[config.mk]
export PLATFORM = sky130hd
export DESIGN_NAME = xbar_switch
export DESIGN_NICKNAME = d
export VERILOG_FILES = /design/src/rtl/xbar_switch.sv
export SDC_FILE = /design/constraint.sdc
export NUM_CORES = 1
export LEC_CHECK = 0
export BUFFER_PORTS_ARGS = -buffer_cell sky130_fd_sc_hd__buf_2
export CAP_MARGIN = 20
export CORE_MARGIN = 5
export CORE_UTILIZATION = 60
export DETAILED_ROUTE_END_ITERATION = 10
export PLACE_DENSITY = 0.89
export RECOVER_POWER = 25
export SYNTH_ARGS = -nofsm -noshare
export SYNTH_HDL_FRONTEND = slang
export SYNTH_SLANG_ARGS = --single-unit
[constraint.sdc]
create_clock -name clk -period 5 [get_ports clk]
set_input_delay 0.5 -clock clk [delete_from_list [all_inputs] [get_ports clk]]
set_output_delay 0.5 -clock clk [all_outputs]
set_load 0.03 [all_outputs]
[src/rtl/xbar_switch.sv]
`default_nettype none
// ============================================================================
// Module   : xbar_switch
// Purpose  : N-port single-word packet crossbar. Each input buffers packets in
//            a small FIFO. The head packet's top DW bits select the output.
//            Each output has a round-robin arbiter and a registered output
//            stage with pass-through backpressure.
// Ports    : clk, rst (synchronous, active-low)
//            s_valid/s_ready/s_data : per-input valid/ready packet ingress
//            m_valid/m_ready/m_data : per-output registered packet egress
//            port p uses bit p, or slice [p*DATA_W +: DATA_W]
// Revision : 1.0 - initial parametrised release
// ============================================================================
module xbar_switch #(
  parameter int PORTS  = 4,
  parameter int DATA_W = 8,
  parameter int DEPTH  = 4
) (
  input  logic                    clk,
  input  logic                    rst,
  input  logic [PORTS-1:0]        s_valid,
  output logic [PORTS-1:0]        s_ready,
  input  logic [PORTS*DATA_W-1:0] s_data,
  output logic [PORTS-1:0]        m_valid,
  input  logic [PORTS-1:0]        m_ready,
  output logic [PORTS*DATA_W-1:0] m_data
);

  localparam int DW = $clog2(PORTS);
  localparam int AW = $clog2(DEPTH);
  localparam int CW = AW + 1;

  // Input FIFO state
  logic [DATA_W-1:0] mem    [PORTS][DEPTH];
  logic [AW-1:0]     wr_ptr [PORTS];
  logic [AW-1:0]     rd_ptr [PORTS];
  logic [CW-1:0]     count  [PORTS];
  logic [DATA_W-1:0] head   [PORTS];
  logic [DW-1:0]     dest   [PORTS];
  logic [PORTS-1:0]  req;
  logic [PORTS-1:0]  push;
  logic [PORTS-1:0]  pop;

  // Output / arbitration state
  logic [DW-1:0]     ptr      [PORTS];
  logic [DW-1:0]     gnt_idx  [PORTS];
  logic [PORTS-1:0]  gnt_v;
  logic [PORTS-1:0]  load_ok;
  logic [PORTS-1:0]  out_valid;
  logic [DATA_W-1:0] out_data [PORTS];

  genvar gi;
  generate
    for (gi = 0; gi < PORTS; gi++) begin : g_port
      // Ready comes only from the registered count. Holding it low during
      // reset means no handshake can be seen on a reset edge.
      assign s_ready[gi] = rst && (count[gi] != CW'(DEPTH));
      assign push[gi]    = s_valid[gi] && s_ready[gi];
      // No bypass: a word becomes requestable the cycle after it is written.
      assign req[gi]     = (count[gi] != '0);
      assign head[gi]    = mem[gi][rd_ptr[gi]];
      assign dest[gi]    = head[gi][DATA_W-1 -: DW];
      assign load_ok[gi] = !out_valid[gi] || m_ready[gi];
      assign m_data[gi*DATA_W +: DATA_W] = out_data[gi];
    end
  endgenerate

  assign m_valid = out_valid;

  // Round-robin search per output. It starts at ptr[d] and wraps at PORTS,
  // using natural DW-bit overflow. Each input targets exactly one output, so
  // the grants across outputs never collide on one input.
  always_comb begin
    logic          found;
    logic [DW-1:0] idx;
    found = 1'b0;
    idx   = '0;
    gnt_v = '0;
    pop   = '0;
    for (int d = 0; d < PORTS; d++) begin
      gnt_idx[d] = '0;
    end
    for (int d = 0; d < PORTS; d++) begin
      found = 1'b0;
      for (int k = 0; k < PORTS; k++) begin
        idx = ptr[d] + DW'(k);
        if (!found && req[idx] && (dest[idx] == DW'(d))) begin
          found      = 1'b1;
          gnt_idx[d] = idx;
        end
      end
      gnt_v[d] = found && load_ok[d];
    end
    for (int d = 0; d < PORTS; d++) begin
      for (int i = 0; i < PORTS; i++) begin
        if (gnt_v[d] && (gnt_idx[d] == DW'(i))) begin
          pop[i] = 1'b1;
        end
      end
    end
  end

  // FIFO storage needs no reset. The count and pointers define the contents.
  always_ff @(posedge clk) begin
    for (int i = 0; i < PORTS; i++) begin
      if (push[i]) begin
        mem[i][wr_ptr[i]] <= s_data[i*DATA_W +: DATA_W];
      end
    end
  end

  always_ff @(posedge clk) begin
    for (int i = 0; i < PORTS; i++) begin
      if (!rst) begin
        wr_ptr[i] <= '0;
        rd_ptr[i] <= '0;
        count[i]  <= '0;
      end else begin
        if (push[i]) begin
          wr_ptr[i] <= wr_ptr[i] + AW'(1);
        end
        if (pop[i]) begin
          rd_ptr[i] <= rd_ptr[i] + AW'(1);
        end
        if (push[i] && !pop[i]) begin
          count[i] <= count[i] + CW'(1);
        end else if (!push[i] && pop[i]) begin
          count[i] <= count[i] - CW'(1);
        end
      end
    end
  end

  always_ff @(posedge clk) begin
    for (int d = 0; d < PORTS; d++) begin
      if (!rst) begin
        out_valid[d] <= 1'b0;
        out_data[d]  <= '0;
        ptr[d]       <= '0;
      end else if (gnt_v[d]) begin
        out_valid[d] <= 1'b1;
        out_data[d]  <= head[gnt_idx[d]];
        ptr[d]       <= gnt_idx[d] + DW'(1);
      end else if (m_ready[d]) begin
        out_valid[d] <= 1'b0;
      end
    end
  end

endmodule
`default_nettype wire
Yosys cells after proc, flatten, opt, wreduce, memory -nomap -nowiden. Memory sizes are Yosys's and may differ from the RTL's. Cells that the tools add are included. W data, S select, Z words.

Order comparisons: 48. Bitwise gates (word level): 52. Reduce and logical (&&, ||, !) cells: 112. Add/subtract/negate cells: 32. Equal/unequal tests: 28. Mux-type cells: 261.

Operator list (count): $mux W8 (24); $bmux W8 S2 (8); $mux W32 (4); $mux W1 (121); $mux W2 (60); $ge A3 B3 Y1 const B (28); $not A2 Y3 (28); $logic_and A1 B1 Y1 (68); $bmux W2 S2 (16); $demux W8 S2 (4); $lt A2 B3 Y1 const B (16); $add A2 B1 Y2 const B (16); $bmux W1 S2 (16); $eq A2 B2 Y1 const B (16); $logic_not A1 Y1 (24); $mux W3 (8); $or A1 B1 Y1 (24); $add A2 B2 Y2 const B (8); $eq A2 B1 Y1 const B (8); $logic_not A2 Y1 (8); $add A3 B1 Y3 const B (4); $lt A3 B1 Y1 const B (4); $ne A3 B3 Y1 const B (4); $reduce_bool A3 Y1 (4); 3 further kinds (12).

Register bits: 4. Output and inout port bits: 40. Logic and storage cells: 543. Bits in writable memories: 196. Memories kept: 6. Input bits: 42.

Memory list: mem (depth 4, width 32, read ports 4, clocked after Yosys merged registers in 0, wr ports 4, line 34) `logic [DATA_W-1:0] mem [PORTS][DEPTH];`; out_data (depth 4, width 8, read ports 4, clocked after Yosys merged registers in 0, wr ports 4, line 50) `logic [DATA_W-1:0] out_data [PORTS];`; count (depth 4, width 3, read ports 4, clocked after Yosys merged registers in 0, wr ports 4, line 37) `logic [CW-1:0] count [PORTS];`; ptr (depth 4, width 2, read ports 4, clocked after Yosys merged registers in 0, wr ports 4, line 45) `logic [DW-1:0] ptr [PORTS];`; rd_ptr (depth 4, width 2, read ports 4, clocked after Yosys merged registers in 0, wr ports 4, line 36) `logic [AW-1:0] rd_ptr [PORTS];`; wr_ptr (depth 4, width 2, read ports 4, clocked after Yosys merged registers in 0, wr ports 4, line 35) `logic [AW-1:0] wr_ptr [PORTS];`.

Depth between registers and ports, before layout. Gate-level depths: netlist of run 1.

Word-level depth: 35. Mapped depth: 18. Gate-level depth less buffers: 17.

Worst setup path before layout of run 1. Ideal clock, no wire load.

Path kind: reg2reg. Start: mem rd_ptr[1][0] (netlist bit). End: mem count[2][2] (netlist bit), data pin. Required time: 4.853 ns. Arrival time: 4.191 ns. Path slack: 0.663 ns. Cell stages (with the launch flop): 17. Buffers on the path: 1. Clock period less this slack: 4.337 ns. Setup time: 0.147 ns. Cells stage by stage: edfxtp_1 > mux4_2 > or4b_4 > mux2_4 > nand3_2 > o22ai_1 > o22a_1 > buf_6 > inv_1 > ha_1 > and3_1 > nor2_1 > or3_1 > fa_1 > xor2_1 > or4_1 > a21oi_1.

RTL lines (line): start: declaration (36); end: declaration (37).

==> results_dict.tcl, run 1 <==
set metrics [dict create \
    drt_iter0_markers 629 \
    fin_crit_sh_pct 94.65 \
    synth_edf_count 196 \
    synth_xor_area_share_pct 0.7764 \
    ios 82 \
    cp_data_required_time_ps 5290 \
    n_antenna_cell 0 \
    cts.hold.buffers_added 0 \
    cts_htree_levels 4 \
    drt_wl_total_um 21620 \
    final_common_cell "edfxtp_1" \
    finalSetupViolCount 0 \
    clockBufferDepth 2 \
    grt_overflow 0 \
    reg2regPathDepth 15 \
    synth_area_mm2 0.01015 \
    start_util_pct 61.22 \
    crit_chain "mux4_2, or3b_1, a21o_1, mux2i_1, o22ai_1, o22a_1, inv_1, ha_1, and3_1, nor2_1, or3_1, fa_1, xor2_1, or4_1, a21oi_1" \
    ys_warn_count 0 \
    crit_fanout 7 \
    ys_types 74 \
    gp_congestion 0.9422 \
    slew-limit-headroom_pct 28.23 \
    powerDensity_mw_per_mm2 682.5 \
    fillerInstances 1125 \
    hold_viol 0 \
    crit_family "simple AND/OR/NAND/NOR gates" \
    numPortBuffers 81 \
    synth_top_family_by_area "multiplexers" \
    syn_avg_cell_area_um2 14.82 \
    cp-start-kind "flop" \
    r2r_end "count[2][2]$_SDFFCE_PN0P_" \
    skew_ps 10.59 \
    dieWidth_um 140.1 \
    clk_latency_ps 440 \
    p_leak_nw 4.163 \
    viasPerCell 6.283 \
    dr_total_vias 6314 \
    nets 857 \
    dr.pass1.iters 8 \
    max_stage_delay_ps 610 \
    synthAdderAreaFrac_pct 5.250 \
    synth_flop_cell "edfxtp_1" \
    ant_nets 0 \
    path_class "flop to flop" \
    layout_common_cells "196 x edfxtp_1, 53 x buf_2, 42 x mux2i_1" \
    die_h_um 140.1 \
    whs_endpoint "mem[0][31]$_DFFE_PP_" \
    worstHoldPathType "input port to flop" \
    min_path_cells 1 \
    grt_util_all_layers_pct 22.39 \
    peakVddDrop_uv 357.6 \
    path_clk_slew_ps 70 \
    maxSlewViolCount 0 \
    synthCells 685 \
    post-route-drc-count 0 \
    rrSetupSlack_ps 270 \
    setup_slack_ps 267.3 \
    antenna_found_initial 0 \
    outcome "finished clean" \
    synth_seq_area_share_pct 58.76 \
    preCtsSetupSlack_ps 352.9 \
    final.setup.tns_ps 0 \
    dpl.hpwl_um 15680 \
    grt_pass1_vias 6439 \
    design.die.area_mm2 0.01962 \
    clock-root-buffer "clkbuf_16" \
    grt_setup_unrepaired "no" \
    post-route-min-period_ps 4733 \
    synth-simple-area-share_pct 11.07 \
    synth_compound_area_share_pct 6.778 \
    final_area_mm2 0.01132 \
    max_freq_ghz 0.2113 \
    num_rows 47 \
    synth_top_area_cell "edfxtp_1" \
    postPlaceCellArea_mm2 0.01077 \
    grt_max_degree 30 \
    core-area_mm2 0.01658 \
    area_growth_pct 11.52 \
    critPathCaptureType "flop" \
    synth_seq_cells 200 \
    layout-drive-gt1-share_pct 21.02 \
    synth_top_area_share_pct 57.97 \
    cts_buffers 17 \
    detail_route.wl_per_cell_um 21.52 \
    worst-slew-pin-transition_ps 1077 \
    fin_cells 1005 \
    grt_pass1_wl_um 34280 \
    async_flop_share_pct 0 \
    final_util_pct 68.27 \
    cts_tree "done" \
    hp-start "s_data[7]" \
    cap_violations 0 \
    synth_mux_area_share_pct 14.31 \
    dp.cells 973 \
    r2r-start "rd_ptr[2][0]$_SDFFCE_PN0P_" \
    slowest_stage "mux4_2" \
    clock_sinks 200 \
    yosys-top-cells-area "edfxtp_1 58%, mux4_2 8.0%, ha_1 5.1%, mux2i_1 4.1%, and3_1 1.5%" \
    cp_num_buf_inv 1 \
    worstPathArrival_ps 5020 \
]
==> per-layer routing <==
metal  routed length, um  global-route usage, %  vias to the layer above  part of all wire [%]
li1                    -                      -                     2855                     -
met1                8222                  28.49                     3123                    38
met2               11310                  38.57                      293                    52
met3                1641                  4.601                       43                   7.6
met4                 448                  7.700                        0                   2.1
met5                   0                      0                        -                     0
==> cell usage after synthesis, types with 4 or more instances <==
cell and instances:
o22ai_1 15, nand4_1 6, nand3b_1 6, inv_1 34, mux4_2 36, and3_1 25
nor3_1 10, nor2_1 34, nor2b_1 10, dfxtp_1 4, o21ai_0 9, ha_1 41
xnor2_1 8, a21o_1 6, clkbuf_1 10, a21oi_1 17, nand3_1 29, a211oi_1 5
mux2_4 7, mux2i_1 42, nand2b_1 9, mux4_1 4, and2_1 11, nand2_1 23
buf_2 7, buf_6 6, nand3_2 4, edfxtp_1 196
==> logic make-up (layout without fill, tap and decap cells) <==
| kind of cell | after synthesis | after routing |
|---|---|---|
| flops | 200 | 200 |
| simple gates | 191 | 191 |
| mux | 90 | 90 |
| compound gates | 88 | 88 |
| buf+inv | 64 | 161 |
| fa+ha+maj | 42 | 42 |
| xor+xnor | 9 | 9 |
| other cells | 1 | 4 |
==> timing repair <==
item	in CTS	in global routing
setup endpoints to repair	0	1
gates resized for setup	0	0
hold endpoints to repair	0	0
setup buffers	0	1
==> layout make-up <==
class	instances	area [um2]	share of cell area (%)
Timing Repair Buffer	96	483.0	4.266
Clock inverter	14	153.9	1.359
Inverter	34	127.6	1.127
Sequential cell	200	5966	52.69
Tap cell	220	275.3	2.431
Clock buffer	17	425.4	3.757
Multi-Input combinational cell	424	3891	34.37
==> report_power, final <==
group	leakage [nW]	internal [mW]	total, mW	switching (mW)
Combinational	1.97	1.50	3.85	2.35
Sequential	1.93	2.31	2.53	0.219
Clock	0.265	0.737	1.35	0.610
==> through the flow <==
step	total power [mW]	hold slack, ps
after floorplan	5.460	555.9
after CTS	7.685	267.6
after detailed placement	6.315	597.5
after global routing	8.123	305.8
after global placement	6.092	570.5
final	7.728	299.1
==> worst register-to-register path, cell delays in order, from the launching register on <==
cell and delay (ps):
edfxtp_1 490, mux4_2 610, or3b_1 460, a21o_1 240
mux2i_1 240, o22ai_1 150, o22a_1 240, inv_1 90
ha_1 150, and3_1 260, nor2_1 110, or3_1 360
fa_1 440, xor2_1 180, or4_1 430, a21oi_1 160
==> worst max-delay path by stage <==
| stage | slack [ps] | cells after the start | endpoint | startpoint |
|---|---|---|---|---|
| 4_1_cts | 280 | 15 | count[2][2]$_SDFFCE_PN0P_ | rd_ptr[2][1]$_SDFFCE_PN0P_ |
| 2_1_floorplan | 660 | 16 | count[2][2]$_SDFFCE_PN0P_ | rd_ptr[1][0]$_SDFFCE_PN0P_ |
| 6_report | 270 | 15 | count[2][2]$_SDFFCE_PN0P_ | rd_ptr[2][0]$_SDFFCE_PN0P_ |
| 5_1_grt | 40 | 12 | count[2][2]$_SDFFCE_PN0P_ | rd_ptr[3][0]$_SDFFCE_PN0P_ |
| 3_3_place_gp | 520 | 13 | count[2][2]$_SDFFCE_PN0P_ | rd_ptr[2][1]$_SDFFCE_PN0P_ |
| 3_5_place_dp | 350 | 15 | count[2][2]$_SDFFCE_PN0P_ | rd_ptr[2][1]$_SDFFCE_PN0P_ |
==> flip-flops by register name, summed over array words and instances, names as in the netlist <==
signal    cells
mem         128
out_data     32
count        12
ptr           8
rd_ptr        8
wr_ptr        8
m_valid       4
Power figures use the tool's default switching activity.
==> inputs of run 2 (changes only) <==
--- a/config.mk
+++ b/config.mk
@@ -9,6 +9,7 @@
 export CAP_MARGIN = 20
 export CORE_MARGIN = 5
 export CORE_UTILIZATION = 60
+export CTS_BUF_LIST = sky130_fd_sc_hd__clkbuf_8
 export DETAILED_ROUTE_END_ITERATION = 10
 export PLACE_DENSITY = 0.89
 export RECOVER_POWER = 25
==> results_dict.tcl, run 2 (same netlist as run 1, synthesis figures left out) <==
set metrics [dict create \
    outcome "finished clean" \
    grt_pass1_wl_um 33780 \
    hold_viol 0 \
    numPortBuffers 81 \
    largest_register_ffs 128 \
    fin_crit_sh_pct 94.41 \
    ios 82 \
    drt_iter0_markers 632 \
    dieWidth_um 140.1 \
    p_comb_share_pct 52.1 \
    final_common_cell "edfxtp_1" \
    sw_frac_of_total_pct 42.21 \
    dr.pass1.iters 7 \
    grt_util_all_layers_pct 22.17 \
    slew-limit-headroom_pct 28.58 \
    max_freq_ghz 0.2118 \
    power_frac_seq_pct 34.3 \
    worstPathArrival_ps 5040 \
    antenna_found_initial 1 \
    final.setup.tns_ps 0 \
    grt_overflow 0 \
    finalSetupViolCount 0 \
    core-area_mm2 0.01658 \
    dpl.hpwl_um 15680 \
    dr_total_vias 6336 \
    seq_area_mm2 0.005966 \
    cp_data_required_time_ps 5320 \
    reg2regPathDepth 12 \
    grt_pass1_vias 6359 \
    worst-slew-pin-transition_ps 1071 \
    cts_htree_levels 4 \
    cp-start-kind "flop" \
    design.die.area_mm2 0.01962 \
    pwr-share-clk_pct 13.6 \
    grt_setup_unrepaired "no" \
    area_growth_pct 9.724 \
    maxSlewViolCount 0 \
    path_clk_slew_ps 100 \
    clock_sinks 200 \
    cap_violations 0 \
    fillerInstances 1145 \
    cts_buffers 17 \
    peakVddDrop_uv 323.4 \
    layout-drive-gt1-share_pct 20.99 \
    detail_route.wl_per_cell_um 21.10 \
    gp_congestion 0.9422 \
    power_switching_mw 3.111 \
    layout_common_cells "196 x edfxtp_1, 52 x buf_2, 42 x mux2i_1" \
    post-route-drc-count 0 \
    dp.cells 973 \
    nets 858 \
    final_area_mm2 0.01114 \
    die_h_um 140.1 \
    ctsResizeCount 0 \
    clk_latency_ps 470 \
    fin_cells 1007 \
    skew_ps 16.63 \
    postPlaceCellArea_mm2 0.01077 \
    clockBufferDepth 2 \
    post-route-min-period_ps 4721 \
    cts.hold.buffers_added 0 \
    p_leak_nw 4.078 \
    worstHoldPathType "input port to flop" \
    grt_max_degree 30 \
    critPathCaptureType "flop" \
    powerDensity_mw_per_mm2 661.5 \
    start_util_pct 61.22 \
    drt_wl_total_um 21250 \
    clock-root-buffer "clkbuf_8" \
    min_path_cells 1 \
    path_class "flop to flop" \
    intPower_mw 4.259 \
    cts_tree "done" \
    multi_input_area_mm2 0.003891 \
    rrSetupSlack_ps 280 \
    viasPerCell 6.292 \
    ant_nets 0 \
    num_rows 47 \
    crit_fanout 15 \
]
## run 2: cell count changes in the layout (fill, tap and decap cells not counted)
cell,delta
clkbuf_16,-17
buf_2,-1
clkbuf_1,+1
clkbuf_8,+17
diode_2,+1
buf_4,+1
## run 2: what timing repair did
| action | CTS | global route |
|---|---|---|
| endpoints found under the setup margin | 0 | 1 |
| setup buffers | 0 | 2 |
| endpoints found under the hold margin | 0 | 0 |
## run 2: layer usage
layer | wire [um] | vias to the layer above | track usage, %
met5 | 0 | - | 0
met4 | 436 | 0 | 7.139
met3 | 1887 | 42 | 5.453
met2 | 11060 | 319 | 38.06
met1 | 7871 | 3113 | 27.92
li1 | - | 2862 | -
## run 2: worst max-delay path, cell delays in order, from the launching register on
cell      delay, ps
edfxtp_1        450
mux4_2          630
nor4b_4         530
o211ai_1        210
o211ai_4        570
ha_1            260
and3_1          240
nor2_1          100
or3_1           360
fa_1            440
xor2_1          170
or4_1           430
a21oi_1         160
## run 2: worst paths after layout
check,from,to
setup / recovery,rd_ptr[3][0]$_SDFFCE_PN0P_,count[2][2]$_SDFFCE_PN0P_
hold / removal,s_data[7],mem[0][31]$_DFFE_PP_
setup reg to reg,rd_ptr[3][0]$_SDFFCE_PN0P_,count[2][2]$_SDFFCE_PN0P_
hold reg to reg,count[1][0]$_DFFE_PP_,count[1][0]$_DFFE_PP_
## run 2: metrics by stage
step | power (mW) | setup WS [ps] | util [%] | hold WS [ps]
4_1_cts | 7.323 | 315.5 | 67.29 | 216.5
5_1_grt | 7.786 | 21.66 | 67.16 | 247.8
3_3_place_gp | 6.092 | 517.3 | 64.95 | 570.5
6_report | 7.369 | 279.3 | 67.17 | 269.8
3_5_place_dp | 6.315 | 352.9 | 64.95 | 597.5
2_1_floorplan | 5.460 | 662.7 | - | 555.9
## run 2: power by group through the flow
stage | Combinational (mW) | Clock, mW | Sequential (mW)
6_report | 3.84 | 1.00 | 2.53
5_1_grt | 4.12 | 1.10 | 2.57
4_1_cts | 3.77 | 1.02 | 2.54
3_5_place_dp | 3.74 | 0 | 2.57
3_3_place_gp | 3.55 | 0 | 2.54
2_1_floorplan | 2.75 | 0 | 2.71
## run 2: cell type report
class,instances,area share (%)
Sequential cell,200,53.56
Multi-Input combinational cell,424,34.93
Timing Repair Buffer,97,4.392
Tap cell,220,2.471
Clock buffer,17,2.100
Clock inverter,14,1.382
Inverter,34,1.146
Antenna cell,1,0.02246
==> inputs of run 3 (changes only) <==
--- a/config.mk
+++ b/config.mk
@@ -5,14 +5,14 @@
 export SDC_FILE = /design/constraint.sdc
 export NUM_CORES = 1
 export LEC_CHECK = 0
+export ABC_AREA = 1
 export BUFFER_PORTS_ARGS = -buffer_cell sky130_fd_sc_hd__buf_2
 export CAP_MARGIN = 20
 export CORE_MARGIN = 5
 export CORE_UTILIZATION = 60
 export CTS_BUF_LIST = sky130_fd_sc_hd__clkbuf_8
 export DETAILED_ROUTE_END_ITERATION = 10
-export PLACE_DENSITY = 0.89
-export RECOVER_POWER = 25
+export PLACE_DENSITY = 0.88
 export SYNTH_ARGS = -nofsm -noshare
 export SYNTH_HDL_FRONTEND = slang
 export SYNTH_SLANG_ARGS = --single-unit
==> results_dict.tcl, run 3 <==
set metrics [dict create \
    largest_register_ffs 128 \
    max_freq_ghz 0.2349 \
    dpl.hpwl_um 19850 \
    cts_tree "done" \
    max_stage_delay_ps 680 \
    layout-drive-gt1-share_pct 17.13 \
    cp_common_cell "nand2_1" \
    cts_htree_levels 4 \
    layout_common_cells "344 x nand2_1, 196 x edfxtp_1, 162 x nand3_1" \
    nets 1390 \
    cap_violations 0 \
    skew_ps 18.53 \
    grt_max_degree 34 \
    fillerInstances 1375 \
    cp_num_buf_inv 2 \
    synth_edf_count 196 \
    yosys-top-cells-area "edfxtp_1 52%, nand2_1 11%, nand3_1 7.2%, ha_1 4.6%, inv_1 3.7%" \
    hold_viol 0 \
    post-cts-setup-buffers 0 \
    viasPerCell 5.712 \
    synth_seq_area_share_pct 53.00 \
    ys_types 37 \
    maxSlewViolCount 0 \
    grt_setup_unrepaired "no" \
    cp-start-kind "flop" \
    worst-slew-pin-transition_ps 829.1 \
    n_antenna_cell 0 \
    ys_warn_count 0 \
    clock_sinks 200 \
    start_util_pct 60.59 \
    ant_nets 0 \
    final_common_cell "nand2_1" \
    final.setup.tns_ps 0 \
    grt_util_all_layers_pct 24.81 \
    path_class "flop to flop" \
    design.die.area_mm2 0.02160 \
    antenna_found_initial 0 \
    area_growth_pct 7.702 \
    drt_wl_total_um 26750 \
    synth_area_mm2 0.01126 \
    clockBufferDepth 2 \
    worstPathArrival_ps 4580 \
    critPathCaptureType "flop" \
    numPortBuffers 81 \
    drt_iter0_markers 958 \
    dieWidth_um 147.0 \
    clock-root-buffer "clkbuf_8" \
    clk_latency_ps 480 \
    slowest_stage "edfxtp_1" \
    grt_pass1_wl_um 42020 \
    grt_pass1_vias 8337 \
    outcome "finished clean" \
    grt_overflow 0 \
    synth_top_area_share_pct 52.28 \
    path_clk_slew_ps 100 \
    cts_buffers 17 \
    post-route-min-period_ps 4258 \
    num_rows 50 \
    die_h_um 147.0 \
    dr_total_vias 8871 \
    crit_chain "inv_6, nand2_2, nand2_1, nand2_1, nand2_1, nand3_1, nand2_1, nand2_1, nand2_2, nor2_4, nand2_1, nand3b_1, buf_4, nand2_2, ha_1, nand3_1, nand2_2, o21ai_2, fa_1, xor2_1, or2_2, a21oi_1" \
    finalSetupViolCount 0 \
    synth_top_area_cell "edfxtp_1" \
    async_flop_share_pct 0 \
    fin_crit_sh_pct 85.16 \
    crit_fanout 19 \
    synthTopCellsByCount "344 x nand2_1, 196 x edfxtp_1, 162 x nand3_1, 110 x inv_1, 105 x nor2_1" \
    syn_avg_cell_area_um2 9.056 \
    synth.most_common_cell "nand2_1" \
    synth_seq_cells 200 \
    ctsResizeCount 0 \
    synthCells 1243 \
    crit_family "simple AND/OR/NAND/NOR gates" \
    worstHoldPathType "input port to flop" \
    cts.hold.buffers_added 0 \
    slew-limit-headroom_pct 44.52 \
    gp_congestion 0.9607 \
    detail_route.wl_per_cell_um 17.23 \
    dr.pass1.iters 6 \
    post-route-drc-count 0 \
    ios 82 \
    core-area_mm2 0.01858 \
    cp_data_required_time_ps 5330 \
    synth_flop_cell "edfxtp_1" \
]
run 3: final timing paths:
kind / slack [ps] / from / end / cells past startpoint
hold reg to reg: 630 / count[2][0]$_SDFFCE_PN0P_ / count[2][0]$_SDFFCE_PN0P_ / 1
hold / removal: 230 / s_data[26] / mem[3][26]$_DFFE_PP_ / 1
setup reg to reg: 740 / rd_ptr[3][0]$_SDFFCE_PN0P_ / count[2][2]$_SDFFCE_PN0P_ / 22
setup / recovery: 740 / rd_ptr[3][0]$_SDFFCE_PN0P_ / count[2][2]$_SDFFCE_PN0P_ / 22
run 3: worst reg2reg max path: cells and delay by family, from the launching register on:
| family | cells | cell delay, ps |
|---|---|---|
| AOI/OAI and AO/OA | 2 | 280 |
| xor gates and xnor gates | 1 | 160 |
| and+or+nand+nor | 15 | 1870 |
| DFF | 1 | 680 |
| adders and majority gates | 2 | 640 |
| buffers and inverters | 2 | 510 |
run 3: metrics by stage:
stage	util [%]	hold WS [ps]	instances	setup WS, ps	area (um2)
floorplan	-	570.1	1246	1622	11270
finish	65.25	227.6	1553	742.2	12120
global route	65.25	203.7	1553	515.0	12120
global placement	63.12	602.2	1521	991.8	11730
CTS	65.25	192.7	1553	859.3	12120
detailed placement	63.12	601.6	1521	896.0	11730
run 3: cell type report:
class | instances | area (um2) | share of cell area [%]
Timing Repair Buffer | 85 | 435.4 | 3.591
Tap cell | 234 | 292.8 | 2.415
Sequential cell | 200 | 5966 | 49.21
Clock inverter | 15 | 162.7 | 1.342
Inverter | 137 | 521.8 | 4.303
Multi-Input combinational cell | 865 | 4512 | 37.21
Clock buffer | 17 | 234.0 | 1.930
run 3: layer usage:
metal | GRT usage [%] | vias to the layer above | wire (um) | share of wire [%]
met5 | 0 | - | 0 | 0
met4 | 8.434 | 0 | 726 | 2.7
met3 | 4.195 | 65 | 2371 | 8.9
met2 | 40.98 | 459 | 12870 | 48
met1 | 33.59 | 4095 | 10780 | 40
li1 | - | 4252 | - | -
run 3: cells by family (layout without fill, tap and decap cells):
| kind of cell | count (synthesis) | in the layout | share of synthesized area, % |
|---|---|---|---|
| flops | 200 | 200 | 53.00 |
| simple gates | 702 | 702 | 28.60 |
| buf+inv | 181 | 254 | 7.025 |
| xor+xnor | 12 | 12 | 1.200 |
| fa+ha+maj | 42 | 42 | 4.735 |
| compound gates | 105 | 105 | 5.413 |
| other cells | 1 | 4 | 0.03331 |
Power of run 3 is left out: the tool's default activity adds up to more than one toggle a clock period on the data nets, which glitch-free logic cannot reach.
